## config.mk

```make
export PLATFORM = sky130hd
export DESIGN_NAME = timer_arbiter
export DESIGN_NICKNAME = d
export VERILOG_FILES = /design/src/rtl/timer_arbiter.sv
export SDC_FILE = /design/constraint.sdc
export NUM_CORES = 1
export LEC_CHECK = 0
export ABC_AREA = 1
export CAP_MARGIN = 20
export CORE_MARGIN = 2
export CORE_UTILIZATION = 40
export DETAILED_ROUTE_END_ITERATION = 7
export HOLD_SLACK_MARGIN = 0.02
export MAX_ROUTING_LAYER = met4
export PLACE_DENSITY = 0.67
export SLEW_MARGIN = 0
export SYNTH_ARGS = -nofsm -noshare
export SYNTH_HDL_FRONTEND = slang
export SYNTH_SLANG_ARGS = --single-unit
export TNS_END_PERCENT = 50
```

## constraint.sdc

```tcl
create_clock -name clk -period 5.2 [get_ports clk]
set_input_delay 1.04 -clock clk [delete_from_list [all_inputs] [get_ports clk]]
set_output_delay 1.04 -clock clk [all_outputs]
set_load 0.01 [all_outputs]
```

## src/rtl/timer_arbiter.sv

```systemverilog
// Round-robin owner of one shared wrap-to-0 delay counter: grants a requester,
// counts its latched delay, pulses its done on expiry, then idles one cycle.
module timer_arbiter #(
  parameter int NUM_REQ      = 4,
  parameter int NUM_CNT_BITS = 8,
  parameter int PTR_BITS     = $clog2(NUM_REQ)
) (
  input  logic                              clk,
  input  logic                              n_rst,
  input  logic [NUM_REQ-1:0]                req,
  input  logic [NUM_REQ*NUM_CNT_BITS-1:0]   delay,
  output logic [NUM_REQ-1:0]                grant,
  output logic [NUM_REQ-1:0]                done,
  output logic                              busy,
  output logic [NUM_CNT_BITS-1:0]           count_out
);

  typedef enum logic [1:0] {
    S_IDLE = 2'd0,
    S_RUN  = 2'd1,
    S_DONE = 2'd2
  } state_t;

  state_t                  r_state;
  logic [PTR_BITS-1:0]     r_ptr;
  logic [NUM_CNT_BITS-1:0] r_dly;
  logic [NUM_CNT_BITS-1:0] r_count;
  logic [NUM_REQ-1:0]      r_grant;
  logic [NUM_REQ-1:0]      r_done;
  logic                    r_busy;

  logic                    w_found;
  logic [PTR_BITS-1:0]     w_win;
  logic [PTR_BITS:0]       w_sum;
  logic [NUM_CNT_BITS-1:0] w_dly;
  logic [NUM_CNT_BITS-1:0] w_count_nxt;
  logic [NUM_REQ-1:0]      w_win_oh;

  // Search starts one past the last winner; the extra sum bit absorbs the wrap.
  always_comb begin
    w_found = 1'b0;
    w_win   = r_ptr;
    w_sum   = '0;
    for (int k = 1; k <= NUM_REQ; k++) begin
      w_sum = {1'b0, r_ptr} + (PTR_BITS+1)'(k);
      if (w_sum >= (PTR_BITS+1)'(NUM_REQ))
        w_sum = w_sum - (PTR_BITS+1)'(NUM_REQ);
      if (!w_found && req[w_sum[PTR_BITS-1:0]]) begin
        w_found = 1'b1;
        w_win   = w_sum[PTR_BITS-1:0];
      end
    end
  end

  assign w_dly       = delay[w_win*NUM_CNT_BITS +: NUM_CNT_BITS];
  assign w_count_nxt = r_count + NUM_CNT_BITS'(1);
  assign w_win_oh    = NUM_REQ'(1) << w_win;

  always_ff @(posedge clk or negedge n_rst) begin
    if (!n_rst) begin
      r_state <= S_IDLE;
      r_ptr   <= PTR_BITS'(NUM_REQ-1);
      r_dly   <= '0;
      r_count <= '0;
      r_grant <= '0;
      r_done  <= '0;
      r_busy  <= 1'b0;
    end else begin
      case (r_state)
        S_IDLE: begin
          if (w_found) begin
            r_ptr   <= w_win;
            r_dly   <= w_dly;
            r_count <= '0;
            r_grant <= w_win_oh;
            r_busy  <= 1'b1;
            if (w_dly == '0) begin
              r_state <= S_DONE;
              r_done  <= w_win_oh;
            end else begin
              r_state <= S_RUN;
            end
          end
        end
        S_RUN: begin
          // Abort wins over a simultaneous expiry: no done without a live request.
          if (!req[r_ptr]) begin
            r_state <= S_IDLE;
            r_count <= '0;
            r_grant <= '0;
            r_busy  <= 1'b0;
          end else if (w_count_nxt == r_dly) begin
            r_state <= S_DONE;
            r_count <= w_count_nxt;
            r_done  <= r_grant;
          end else begin
            r_count <= w_count_nxt;
          end
        end
        S_DONE: begin
          r_state <= S_IDLE;
          r_count <= '0;
          r_grant <= '0;
          r_done  <= '0;
          r_busy  <= 1'b0;
        end
        default: begin
          r_state <= S_IDLE;
          r_count <= '0;
          r_grant <= '0;
          r_done  <= '0;
          r_busy  <= 1'b0;
        end
      endcase
    end
  end

  assign grant     = r_grant;
  assign done      = r_done;
  assign busy      = r_busy;
  assign count_out = r_count;

endmodule
```

==> results.yml, run 1 <==
run_status:
  outcome: "finished clean"
synthesis:
  syn_inst: 305
  synthFlopType: "dfrtp_1"
  synth.avg_cell_area_sq_um: 6.896
  synth.area.top_cells: "dfrtp_1 (32%), nand2_1 (20%), nand3_1 (8.8%), nand2_2 (5.7%), inv_1 (4.8%)"
  yosysWarnings: 0
  synth_edf_count: 0
  synth-seq-area-share_pct: 34.62
  synth_area_leader_cell: "dfrtp_1"
  synth-seq-cells: 29
  syn_area_sq_um: 2103
  syn-num-nets: 344
  synth_top_area_share_pct: 32.12
  ys_types: 31
  async_flop_share_pct: 100.0
setup_path:
  r2r-end: "done[1]$_DFFE_PN0P_"
  cp_common_cell: "nand2_1"
  reg2reg_depth: 19
  cp-end-kind: "flop"
  cp.arrival_ps: 3470
  start_kind: "input port"
  slowest_delay_ps: 530
  critPathRequiredTime_ps: 5370
  cp_slowest_cell: "clkdlybuf4s50_1"
  r2r_setup_slack_ps: 2300
  reg2reg_from: "r_ptr[0]$_DFFE_PN1P_"
  crit_chain: "clkdlybuf4s50_1 > nand2_2 > nand2_2 > nand2_1 > nand2_2 > nand3_1 > nand3_1 > nand2_1 > inv_1 > nand2_1 > nand2_1 > nand2_1 > nor2_2 > nand2_2 > nand2_4 > nand2_4 > nand2_1 > nand2_1"
  critPathMaxFanout: 12
  path_class: "input port to flop"
  worstSetupStartpoint: "req[2]"
global_route:
  grt_start_max_net_pins: 30
  antenna_found_initial: 0
  use_met1_pct: 23.73
  grt_pass1_vias: 1981
  use_met3_pct: 4.265
  grt_first_pass_wirelength_um: 8680
  use_met2_pct: 29.20
  grt.overflow.total: 0
  busiest_layer: "met2"
  grt_usage_pct: 18.47
timing:
  clock.fmax_mhz: 303.1
  report.final.slew_viol_count: 0
  setup_tns_ps: 0
  max_slew_margin_pct: 55.31
  max_slew.worst_pin.slew_ps: 667.9
  period_minus_slack_ps: 3299
  skew_ps: 3.987
  rsz0062_at_grt: "no"
  finalCritPeriodShare_pct: 63.45
  finalHoldViolations: 0
  setup_violations: 0
pwr:
  power_density_nw_per_um2: 594.4
  power_leakage_nw: 1.340
  irDropWorstVdd_v: 0.0004002
die:
  dieWidth_um: 76.52
  die_y_um: 76.52
  fp.dieArea_sq_um: 5855
  start_util_pct: 41.44
  core_sq_um: 5075
  io_pins: 55
  num_rows: 26
routing:
  first_pass_iters: 4
  drt_wl_total_um: 4848
  wl_per_cell_um: 11.27
  drtIter0Drc: 135
  drc: 0
  vias: 2043
  drt-vias-per-instance: 4.751
  ant_nets: 0
place:
  placed_cell_area_sq_um: 2669
  gp_congestion: 0.8659
  portBuffers: 54
  hpwl_um: 3747
  dpl.cell_count: 422
final_layout:
  design_area_sq_um: 2759
  fin_cells: 430
  n_antenna_cell: 0
  final_cell_mix: "nand2_1 (111), clkdlybuf4s50_1 (54), nand3_1 (37)"
  drive_gt1_share_pct: 11.67
  area_growth_pct: 31.17
  fin_nets: 398
  fillers: 520
  final_common_cell: "nand2_1"
worst_hold_path:
  hold_end: "done[3]$_DFFE_PN0P_"
  holdCritPathClass: "flop to flop"
  hold_path_startpoint: "done[3]$_DFFE_PN0P_"
  holdPathStages: 2
clock_tree:
  post_cts_buffers: 0
  cts_tree: "yes"
  cts_resized: 0
  cts_sinks: 29
  hold_buffers: 0
  clk_latency_ps: 280
  cts_buffers: 5
  root_buffer: "clkbuf_8"
  path_clk_slew_ps: 60
  cts_max_level: 2
  cts_buffer_depth: 2
run:
  maxCapViolCount: 0
[stage by stage]
step                hold slack, ps  util, %  worst slack, ps  total power [mW]
floorplan                    467.3        -             2656             1.250
global placement             459.4    52.59             1644             1.444
detailed placement           461.6    52.59             1616             1.459
CTS                          478.0    54.36             1905             1.652
global route                 509.7    54.36             1622             1.826
finish                       471.9    54.36             1901             1.640
[per-layer routing]
| layer | share of wire (%) | wire [um] |
|---|---|---|
| met4 | 0.78 | 38 |
| met5 | 0 | 0 |
| met1 | 49 | 2388 |
| met3 | 3.8 | 182 |
| met2 | 46 | 2239 |
[flip-flops by register name, indices dropped and copies added (netlist names)]
name / count
r_dly: 8
r_state: 2
done: 4
count_out: 8
r_ptr: 2
grant: 4
busy: 1
[cell families (layout without fill, tap and decap cells)]
logic type | after synthesis | in the layout | share of synthesized area [%]
simple gates | 198 | 198 | 44.68
flops | 29 | 29 | 34.62
compound gates | 30 | 30 | 7.674
buf+inv | 39 | 94 | 9.101
xor+xnor | 8 | 8 | 3.331
fa+ha+maj | 1 | 1 | 0.5948
[synthesized netlist by cell type (2+ instances only)]
master and instances:
xor2_1 5, dfrtp_1 27, nand2_4 5, o22ai_1 4, xnor2_1 3, a21oi_1 5, or2_2 2, o21ai_0 19
inv_1 27, nand4_1 2, buf_4 2, nor2_2 2, inv_4 2, nor2_1 9, nand3_1 37, nand2_2 19
nand2_1 111, dfstp_2 2, buf_6 4, nand3b_1 7
[power by group]
group / total (mW) / internal [mW] / switching (mW)
logic: 1.06 / 0.368 / 0.696
clock network: 0.188 / 0.108 / 0.0800
registers: 0.389 / 0.312 / 0.0768
total: 1.64 / 0.787 / 0.853
[final cells by class]
class                           instances  area, sq um  area share [%]
Clock buffer                            8        90.09           3.265
Inverter                               31        121.4           4.399
Multi-Input combinational cell        237         1184           42.90
Sequential cell                        29        728.2           26.39
Tap cell                               70        87.58           3.175
Timing Repair Buffer                   55        548.0           19.86
[worst max-delay path by stage]
stage,end,slack (ps),depth (start not counted)
after global routing,done[1]$_DFFE_PN0P_,1620,18
after global placement,done[1]$_DFFE_PN0P_,1640,18
after CTS,done[1]$_DFFE_PN0P_,1910,18
after detailed placement,done[1]$_DFFE_PN0P_,1620,18
after floorplan,done[0]$_DFFE_PN0P_,2660,20
final,done[1]$_DFFE_PN0P_,1900,18
[worst max-delay path, delay by kind of cell]
kind | cells | cell delay (ps)
AND/OR/NAND/NOR | 16 | 1520
buffers and inverters | 2 | 890
Power figures use the tool's default switching activity.
==> run 2, diff against run 1 <==
==> constraint.sdc (replaced) <==
create_clock -name clk -period 3.05 [get_ports clk]
set_input_delay 0.61 -clock clk [delete_from_list [all_inputs] [get_ports clk]]
set_output_delay 0.61 -clock clk [all_outputs]
set_load 0.01 [all_outputs]
==> run 2 against run 1 <==
  * Combinational power is 77% higher
  * Sequential share of layout area decreased by 0.71 points
  * Count of clock-buffer cells in the layout is 1 lower
  * Final cell count up 1.2%
  * Register-to-register slack got worse by 1800 ps
  * Design area grew 2.8%
  * Sequential cell count stayed put
==> results.yml, run 2 (same netlist as run 1, synthesis figures left out) <==
clock_tree:
  cts_sinks: 29
  cts_max_level: 2
  cts_buffer_depth: 2
  hold_buffers: 0
  path_clk_slew_ps: 60
  root_buffer: "clkbuf_8"
  clk_latency_ps: 280
  cts_buffers: 5
  post_cts_buffers: 0
  cts_resized: 0
  cts_tree: "yes"
global_route:
  grt_usage_pct: 18.64
  grt.overflow.total: 0
  antenna_found_initial: 0
  grt_start_max_net_pins: 30
  grt_first_pass_wirelength_um: 8742
  grt_pass1_vias: 1951
routing:
  drt_wl_total_um: 4784
  wl_met2_um: 2155
  drc: 0
  ant_nets: 0
  top_layer_used: "met4"
  drt-vias-per-instance: 4.777
  met1_length_um: 2238
  drtIter0Drc: 91
  met3_length_um: 301
  wl_per_cell_um: 11.00
  first_pass_iters: 4
  vias: 2078
setup_path:
  cp-end-kind: "flop"
  path_class: "input port to flop"
  critPathRequiredTime_ps: 3220
  r2r_setup_slack_ps: 450
  reg2reg_from: "r_ptr[0]$_DFFE_PN1P_"
  crit_buf_inv: 1
  cp_common_cell: "nand2_1"
  cp.depth: 20
  cp.arrival_ps: 2810
  r2r-end: "done[3]$_DFFE_PN0P_"
  cp_slowest_cell: "clkdlybuf4s50_1"
  critical-path-top-delay-family: "simple AND/OR/NAND/NOR gates"
  crit_chain: "clkdlybuf4s50_1 > nand2_2 > nand2_2 > nand2_1 > nand2_2 > nand2_4 > nand2_2 > nand2_4 > nand2_4 > nand2_1 > nand2_1 > nand2_1 > nand2_1 > nand2_1 > nor2_2 > nand2_2 > nand2_4 > nand2_4 > nand2_1 > nand2_1"
  reg2reg_depth: 19
  cp-endpoint: "done[3]$_DFFE_PN0P_"
  start_kind: "input port"
  worstSetupStartpoint: "req[2]"
  critPathMaxFanout: 19
  slowest_delay_ps: 550
pwr:
  irDropWorstVdd_v: 0.0005552
  power_density_nw_per_um2: 1039
  power_leakage_nw: 1.383
timing:
  period_minus_slack_ps: 2634
  clock.fmax_mhz: 379.6
  skew_ps: 5.467
  max_slew_margin_pct: 58.40
  report.final.slew_viol_count: 0
  finalWorstSetupSlack_ps: 415.7
  setup_tns_ps: 0
  finalHoldViolations: 0
  setup_violations: 0
  rsz0062_at_grt: "no"
  max_slew.worst_pin.slew_ps: 621.8
  finalCritPeriodShare_pct: 86.37
die:
  io_pins: 55
  die_y_um: 76.52
  core_sq_um: 5075
  num_rows: 26
  fp.dieArea_sq_um: 5855
  dieWidth_um: 76.52
  start_util_pct: 41.44
place:
  portBuffers: 54
  placed_cell_area_sq_um: 2719
  place_ws_ps: 115.5
  hpwl_um: 3813
  gp_congestion: 0.8729
worst_hold_path:
  holdCritPathClass: "flop to flop"
  hold_path_startpoint: "done[1]$_DFFE_PN0P_"
final_layout:
  drive_gt1_share_pct: 13.15
  n_antenna_cell: 0
  fin_util_pct: 55.87
  design_area_sq_um: 2835
  final_cell_mix: "nand2_1 (111), clkdlybuf4s50_1 (54), nand3_1 (37)"
  final_common_cell: "nand2_1"
  area_growth_pct: 34.80
  fillers: 516
  fin_nets: 403
run:
  maxCapViolCount: 0
run_status:
  outcome: "finished clean"
## run 2: through the flow
stage	std cells	power (mW)	hold WS, ps
2_1_floorplan	305	2.132	314.4
3_3_place_gp	427	2.541	457.7
3_5_place_dp	427	2.562	458.9
4_1_cts	435	2.977	475.2
5_1_grt	435	3.295	508.2
6_report	435	2.946	471.2
## run 2: worst reg2reg max path, stage by stage (launching register included)
cell and delay (ps):
dfstp_2 700, inv_2 160, nand2_1 120, nand2_2 70, nand2_1 80, nand2_2 70
nand2_4 80, nand2_2 60, nand2_4 160, nand2_4 170, nand2_1 100, nand3_1 70
nand2_1 130, nand2_1 80, nor2_2 110, nand2_2 70, nand2_4 100, nand2_4 60
nand2_1 60, nand2_1 40
## run 2: worst min path at each step
stage,endpoint,slack [ps],cells after the start
2_1_floorplan,busy$_DFFE_PN0P_,310,0
3_3_place_gp,busy$_DFFE_PN0P_,460,2
3_5_place_dp,done[1]$_DFFE_PN0P_,460,2
4_1_cts,done[1]$_DFFE_PN0P_,480,2
5_1_grt,done[0]$_DFFE_PN0P_,510,2
6_report,done[1]$_DFFE_PN0P_,470,2
## run 2: final cells by class
| cell class | instances | area (sq um) | area share, % |
|---|---|---|---|
| multi-input combinational | 237 | 1184 | 41.75 |
| sequential | 29 | 728.2 | 25.68 |
| timing repair buffer | 60 | 598.1 | 21.09 |
| inverter | 31 | 121.4 | 4.281 |
| tap | 70 | 87.58 | 3.089 |
| clock buffer | 7 | 86.33 | 3.045 |
| clock inverter | 1 | 30.03 | 1.059 |
## run 2: layer usage
| metal | vias up | GRT usage (%) |
|---|---|---|
| met5 | - | - |
| met4 | 0 | 7.273 |
| met3 | 9 | 3.081 |
| met2 | 73 | 28.58 |
| met1 | 905 | 24.74 |
| li1 | 1091 | - |
## run 2: where the power goes
group          switching [mW]  internal [mW]
combinational            1.17          0.704
sequential              0.129          0.531
clock                   0.142          0.266
total                    1.45           1.50
